==> src/rtl/dht11_read_scheduler_if.sv <==
// Host-side command/response channel of the DHT11 read scheduler.
// A transfer happens on a rising clock edge with valid & ready both high; once raised, valid and its payload hold until that edge.
interface dht11_read_scheduler_if;
    logic       req_valid;
    logic [7:0] req_cmd;
    logic       req_ready;
    logic       rsp_valid;
    logic       rsp_ready;
    logic [7:0] rsp_code;
    logic [7:0] rsp_data;
    logic       busy;

    modport master (
        output req_valid, req_cmd, rsp_ready,
        input  req_ready, rsp_valid, rsp_code, rsp_data, busy
    );

    modport slave (
        input  req_valid, req_cmd, rsp_ready,
        output req_ready, rsp_valid, rsp_code, rsp_data, busy
    );
endinterface

==> src/rtl/dht11_read_scheduler.sv <==
// Turns host commands into DHT11 sensor transactions: read-interval pacing, watchdog,
// checksum check and bounded retries, answering with a code/datum byte pair.
module dht11_read_scheduler #(
    parameter int CLK_HZ         = 50_000_000,
    parameter int MIN_INTERVAL   = 100_000_000,
    parameter int TIMEOUT        = 5_000_000,
    parameter int RELEASE_CYCLES = 200,
    parameter int MAX_RETRIES    = 2
) (
    input  logic                       clock,
    input  logic                       reset_n,
    dht11_read_scheduler_if.slave      host,
    output logic                       sensor_enable,
    input  logic [39:0]                sensor_data,
    input  logic                       sensor_error,
    input  logic                       sensor_done,
    output logic [2:0]                 fsm_state
);
    typedef enum logic [2:0] {
        S_IDLE, S_GAP, S_START, S_WAIT, S_CHECK, S_RELEASE, S_RESPOND
    } state_t;

    localparam int IW = $clog2(MIN_INTERVAL + 1);
    localparam int WW = $clog2(TIMEOUT + 1);
    localparam int RW = $clog2(RELEASE_CYCLES + 1);
    localparam int TW = $clog2(MAX_RETRIES + 2);

    localparam logic [IW-1:0] MIN_CNT   = IW'(MIN_INTERVAL);
    localparam logic [WW-1:0] WD_LAST   = WW'(TIMEOUT - 1);
    localparam logic [RW-1:0] REL_LAST  = RW'(RELEASE_CYCLES - 1);
    localparam logic [TW-1:0] RETRY_MAX = TW'(MAX_RETRIES);
    localparam int unused_clk_hz = CLK_HZ;

    state_t        state;
    logic [7:0]    cmd_q;
    logic [TW-1:0] retries;
    logic [IW-1:0] interval;
    logic [WW-1:0] wd;
    logic [RW-1:0] rel_cnt;
    logic [39:0]   data_q;
    logic          err_q;
    logic          timeout_q;
    logic          attempt_ok;
    logic          done_meta;
    logic          done_sync;
    logic [7:0]    sum;

    assign fsm_state = state;
    assign sum = data_q[39:32] + data_q[31:24] + data_q[23:16] + data_q[15:8];

    always_ff @(posedge clock or negedge reset_n) begin
        if (!reset_n) begin
            done_meta <= 1'b0;
            done_sync <= 1'b0;
        end else begin
            done_meta <= sensor_done;
            done_sync <= done_meta;
        end
    end

    always_ff @(posedge clock or negedge reset_n) begin
        if (!reset_n) begin
            state         <= S_IDLE;
            cmd_q         <= 8'h00;
            retries       <= '0;
            interval      <= '0;
            wd            <= '0;
            rel_cnt       <= '0;
            data_q        <= '0;
            err_q         <= 1'b0;
            timeout_q     <= 1'b0;
            attempt_ok    <= 1'b0;
            sensor_enable <= 1'b0;
            host.req_ready <= 1'b0;
            host.rsp_valid <= 1'b0;
            host.rsp_code  <= 8'h00;
            host.rsp_data  <= 8'h00;
            host.busy      <= 1'b0;
        end else begin
            // Saturating; the CHECK branch below clears it as enable falls.
            if (interval != MIN_CNT) interval <= interval + 1'b1;

            case (state)
                S_IDLE: begin
                    host.req_ready <= 1'b1;
                    if (host.req_valid && host.req_ready) begin
                        host.req_ready <= 1'b0;
                        host.busy      <= 1'b1;
                        if (host.req_cmd > 8'h02) begin
                            host.rsp_code  <= 8'hEF;
                            host.rsp_data  <= 8'h00;
                            host.rsp_valid <= 1'b1;
                            state          <= S_RESPOND;
                        end else begin
                            cmd_q   <= host.req_cmd;
                            retries <= '0;
                            state   <= S_GAP;
                        end
                    end
                end

                // Enable is raised on leaving GAP so it is already high in START.
                S_GAP: begin
                    if (interval == MIN_CNT) begin
                        sensor_enable <= 1'b1;
                        wd            <= '0;
                        state         <= S_START;
                    end
                end

                S_START: begin
                    wd    <= wd + 1'b1;
                    state <= S_WAIT;
                end

                S_WAIT: begin
                    wd <= wd + 1'b1;
                    if (done_sync) begin
                        data_q    <= sensor_data;
                        err_q     <= sensor_error;
                        timeout_q <= 1'b0;
                        state     <= S_CHECK;
                    end else if (wd == WD_LAST) begin
                        timeout_q <= 1'b1;
                        state     <= S_CHECK;
                    end
                end

                S_CHECK: begin
                    attempt_ok    <= !err_q && !timeout_q && (data_q[7:0] == sum);
                    sensor_enable <= 1'b0;
                    interval      <= '0;
                    rel_cnt       <= '0;
                    state         <= S_RELEASE;
                end

                S_RELEASE: begin
                    if (rel_cnt != REL_LAST) begin
                        rel_cnt <= rel_cnt + 1'b1;
                    end else if (attempt_ok) begin
                        host.rsp_valid <= 1'b1;
                        state          <= S_RESPOND;
                        case (cmd_q)
                            8'h01: begin
                                host.rsp_code <= 8'h09;
                                host.rsp_data <= data_q[23:16];
                            end
                            8'h02: begin
                                host.rsp_code <= 8'h08;
                                host.rsp_data <= data_q[39:32];
                            end
                            default: begin
                                host.rsp_code <= 8'h00;
                                host.rsp_data <= 8'h00;
                            end
                        endcase
                    end else if (retries < RETRY_MAX) begin
                        retries <= retries + 1'b1;
                        state   <= S_GAP;
                    end else begin
                        host.rsp_code  <= 8'h1F;
                        host.rsp_data  <= 8'h00;
                        host.rsp_valid <= 1'b1;
                        state          <= S_RESPOND;
                    end
                end

                S_RESPOND: begin
                    if (host.rsp_ready) begin
                        host.rsp_valid <= 1'b0;
                        host.req_ready <= 1'b1;
                        host.busy      <= 1'b0;
                        state          <= S_IDLE;
                    end
                end

                default: state <= S_IDLE;
            endcase
        end
    end
endmodule

==> src/flat_wrapper.sv <==
// flat-port wrapper written by rule: the top's interface ports become plain ports
module dht11_read_scheduler_flat 
#(
    parameter int CLK_HZ         = 50_000_000,
    parameter int MIN_INTERVAL   = 100_000_000,
    parameter int TIMEOUT        = 5_000_000,
    parameter int RELEASE_CYCLES = 200,
    parameter int MAX_RETRIES    = 2
)
  (clock, reset_n, sensor_enable, sensor_data, sensor_error, sensor_done, fsm_state, host_req_valid, host_req_cmd, host_rsp_ready, host_req_ready, host_rsp_valid, host_rsp_code, host_rsp_data, host_busy);
  dht11_read_scheduler_if host_i ();
  input  logic clock;
  input  logic reset_n;
  output logic sensor_enable;
  input  logic [39:0] sensor_data;
  input  logic sensor_error;
  input  logic sensor_done;
  output logic [2:0] fsm_state;
  input wire logic [$bits(host_i.req_valid)-1:0] host_req_valid;
  input wire logic [$bits(host_i.req_cmd)-1:0] host_req_cmd;
  input wire logic [$bits(host_i.rsp_ready)-1:0] host_rsp_ready;
  output wire logic [$bits(host_i.req_ready)-1:0] host_req_ready;
  output wire logic [$bits(host_i.rsp_valid)-1:0] host_rsp_valid;
  output wire logic [$bits(host_i.rsp_code)-1:0] host_rsp_code;
  output wire logic [$bits(host_i.rsp_data)-1:0] host_rsp_data;
  output wire logic [$bits(host_i.busy)-1:0] host_busy;
  assign host_i.req_valid = host_req_valid;
  assign host_i.req_cmd = host_req_cmd;
  assign host_i.rsp_ready = host_rsp_ready;
  assign host_req_ready = host_i.req_ready;
  assign host_rsp_valid = host_i.rsp_valid;
  assign host_rsp_code = host_i.rsp_code;
  assign host_rsp_data = host_i.rsp_data;
  assign host_busy = host_i.busy;
  dht11_read_scheduler #(.CLK_HZ(CLK_HZ), .MIN_INTERVAL(MIN_INTERVAL), .TIMEOUT(TIMEOUT), .RELEASE_CYCLES(RELEASE_CYCLES), .MAX_RETRIES(MAX_RETRIES)) u_core (.clock(clock), .reset_n(reset_n), .host(host_i), .sensor_enable(sensor_enable), .sensor_data(sensor_data), .sensor_error(sensor_error), .sensor_done(sensor_done), .fsm_state(fsm_state));
endmodule
==> config.mk <==
export PLATFORM = sky130hd
export DESIGN_NAME = dht11_read_scheduler_flat
export DESIGN_NICKNAME = d
export VERILOG_FILES = /design/src/rtl/dht11_read_scheduler_if.sv /design/src/rtl/dht11_read_scheduler.sv /design/src/flat_wrapper.sv
export SDC_FILE = /design/constraint.sdc
export NUM_CORES = 1
export LEC_CHECK = 0
export ABC_CLOCK_PERIOD_IN_PS = 4700
export CORE_UTILIZATION = 30
export CTS_BUF_LIST = sky130_fd_sc_hd__clkbuf_4 sky130_fd_sc_hd__clkbuf_8
export DETAILED_ROUTE_END_ITERATION = 10
export SYNTH_ARGS = -nofsm -noshare
export SYNTH_HDL_FRONTEND = slang
export SYNTH_SLANG_ARGS = --single-unit
==> constraint.sdc <==
create_clock -name clock -period 4.7 [get_ports clock]
set_clock_uncertainty 0.2 [all_clocks]
set_input_delay 0.94 -clock clock [delete_from_list [all_inputs] [get_ports clock]]
set_output_delay 0.94 -clock clock [all_outputs]
set_load 0.02 [all_outputs]
==> run_results.csv <==
group,metric,value,unit
status,outcome,"complete, but fails checks",
status,violations,"design-rule violations",
synth,mappedNetlistArea,6800,µm²
final_layout,final_nets,775,
final_layout,antennaDiodeCount,0,
route,drtIter0Drc,226,
clock_network,cts_hold_buffers,0,
place,place_congestion,0.799,
clock_network,cts_buffers,17,
sta,worst_hold_slack,0.157,ns
die,ios,77,
synth,ys_ff_latch,133,
clock_network,post_cts_buffers,0,
worst_hold_path,holdPathEnd,"u_core.done_sync",
global_routing,grt_usage,13.3,%
worst_setup_path,worstSetupStartpoint,"u_core.data_q[9]",
route,first_pass_iters,7,
global_routing,grt_pass1_vias,4867,
place,hpwl,10.2,mm
die,die_h,153,µm
clock_network,ctsResizeCount,0,
worst_setup_path,reg2reg_from,"u_core.data_q[9]",
worst_hold_path,min_from,"u_core.done_meta",
synth,synth_fa_ha_area_share,6.14,%
clock_network,insertion_delay,0.44,ns
worst_hold_path,hold_path.class,"flop to flop",
sta,period_needed,3.52,ns
sta,tightestPinTransition,0.986,ns
synth,ys.flop_type,"dfrtp_1",
route,final_antenna_net_count,0,
place,placedCellCount,957,
route,vias,4751,
synth,synth_edf_count,0,
clock_network,cts_tree,"built",
synth,yosys.cell_types.count,62,
worst_setup_path,worstPathCellList,"fa_1 > inv_1 > fa_1 > inv_1 > ha_1 > fa_1 > a21o_1 > a21oi_1 > o21ai_0 > xnor2_1 > o41ai_1",
global_routing,grt_use_met2,21.5,%
synth,yosysTopAreaCell,"dfrtp_1",
global_routing,top_usage_layer,"met2",
worst_setup_path,r2r_end,"u_core.attempt_ok",
synth,synthSimpleGateAreaFrac,17.7,%
die,start_util,30.9,%
worst_hold_path,holdPathStages,0,
synth,synth.avg_cell_area,11.0,µm²
synth,synth_xor_area_share,8.50,%
worst_setup_path,arrival,3.65,ns
route,drcViolationCount,2,
synth,synth_top_family_by_area,"simple AND/OR/NAND/NOR gates",
global_routing,grt_use_met3,3.95,%
die,core-area,22000,µm²
clock_network,clockBufferDepth,2,
worst_setup_path,crit_path_top_delay_cell,"fa_1",
sta,finalCritPeriodShare,74.9,%
job,max_cap_viol_count,0,
worst_setup_path,cp-end-kind,"flop",
final_layout,layout-drive-gt1-share,14.2,%
global_routing,antenna_found_initial,0,
worst_setup_path,crit_type,"flop to flop",
route,wl_per_cell,14.7,µm
clock_network,path_clk_slew,0.08,ns
global_routing,grt_max_degree,96,
worst_setup_path,required,4.83,ns
sta,drv_slew,0,
worst_setup_path,start_kind,"flop",
sta,clock.fmax,284,MHz
sta,setup_viol,0,
pwr,power_density,678,nW/µm²
global_routing,gr-total-overflow,0,
final_layout,syn_to_final_growth,21.1,%
place,portBuffers,76,
clock_network,htreeDepth,4,
sta,setup_tns,0,ns
route,routed_via_density,4.80,
synth,synth_cells,621,
synth,ys_seq_area_share,48.9,%
pwr,vdd_ir_drop_max,482,µV
sta,max-slew-margin-rel,34.2,%
global_routing,grt_pass1_wl,24.7,mm
worst_setup_path,critPathMaxStageDelay,0.54,ns
global_routing,grt.met1_usage,16.8,%
worst_setup_path,rr_worst_depth,11,
clock_network,cts_sinks,133,
synth,synth_nets,700,
synth,synth_compound_area_share,7.72,%
die,fp.dieArea,23300,µm²
worst_setup_path,cpMostUsedCell,"fa_1",
synth,synthTopCellsByArea,"dfrtp_1 (49%), mux2_2 (7.3%), xnor2_1 (4.5%)",
route,routed_wl,14.5,mm
worst_setup_path,worst-r2r-setup-slack,1.18,ns
synth,yosysWarnings,0,
die,placementRows,54,
worst_setup_path,crit_fanout,2,
clock_network,root_buffer,"clkbuf_8",
synth,synth-async-reset-ratio,100,%
pwr,p_leak,3.50,nW
final_layout,instances_no_fill,989,
synth,muxShareOfSynthArea,7.43,%
sta,rsz0062_at_grt,"false",
synth,synth_top_area_share,48.9,%
die,die_w,153,µm
sta,finalHoldViolations,0,
kinds of logic (layout without fill, tap and decap cells):
family,Yosys count,in the layout
XOR/XNOR,66,66
buffers and inverters,50,138
adder cells (fa/ha/maj),25,25
flip-flops,133,133
multiplexers,45,45
AO/OA/AOI/OAI,75,75
AND/OR/NAND/NOR,227,227
cells in the final DEF, fill, tap and decap left out, types with 14 or more instances in the layout:
master / count
nor2_1: 65
xor2_1: 31
clkdlybuf4s50_1: 75
mux2_2: 44
nand3_1: 20
dfrtp_1: 133
fa_1: 14
inv_1: 23
nand4_1: 19
clkbuf_8: 17
nand2_1: 44
xnor2_1: 35
cell type report:
type                       count  area, µm²
sequential                   133       3330
clock inverter                14        175
timing repair buffer          83        815
multi-input combinational    438       3240
clock buffer                  18        241
fill                        2226      13800
inverter                      23       86.3
tap                          280        350
where the power goes:
| part | internal, mW | switching (mW) |
|---|---|---|
| clock | 0.538 | 0.486 |
| sequential | 1.43 | 0.303 |
| combinational | 1.43 | 1.40 |
how the worst max path moves through the flow:
| stage | to | slack [ns] | depth (start not counted) |
|---|---|---|---|
| final | u_core.attempt_ok | 1.18 | 11 |
| after global routing | u_core.attempt_ok | 0.90 | 11 |
| after CTS | u_core.attempt_ok | 1.14 | 11 |
| after detailed placement | u_core.attempt_ok | 1.18 | 11 |
| after global placement | u_core.attempt_ok | 1.23 | 11 |
| after floorplan | u_core.attempt_ok | 1.38 | 11 |
sequential cells by signal, summed over array words and instances (netlist names), 2 cells and up:
name,flops
u_core.cmd_q,8
u_core.data_q,40
u_core.fsm_state,3
u_core.host.rsp_code,5
u_core.host.rsp_data,8
u_core.interval,27
u_core.rel_cnt,8
u_core.retries,2
u_core.wd,23
metal layers:
layer,part of all wire [%],up-vias
met5,0,-
met4,1.6,0
met3,5.2,13
met2,47,89
met1,46,2326
li1,-,2323
critical path: cells and delay by family, from the launching register on:
kind | cells | cell delay (ns)
XOR/XNOR | 1 | 0.15
AO/OA/AOI/OAI | 4 | 0.91
flip-flops | 1 | 0.41
buffers and inverters | 2 | 0.09
adder cells (fa/ha/maj) | 4 | 1.65
Yosys cell counts (all sizes together), types with 13 or more instances:
cell type	count
nor2	65
and2	14
fa	14
o21ai	14
o31ai	13
inv	23
nand4	19
nand3	21
dfrtp	133
mux2	44
nor3	13
xor2	31
xnor2	35
nand2	44
clkbuf	18
metrics by stage:
stage	instance area, µm²	utilization [%]	total power, mW	setup WS (ns)
final	8240	37.4	5.58	1.18
after global routing	8240	37.4	6.12	0.896
after CTS	8240	37.4	5.68	1.14
after detailed placement	7820	35.5	4.64	1.18
after global placement	7820	35.5	4.59	1.23
after floorplan	6800	-	3.97	1.38
Power figures use the tool's default switching activity.
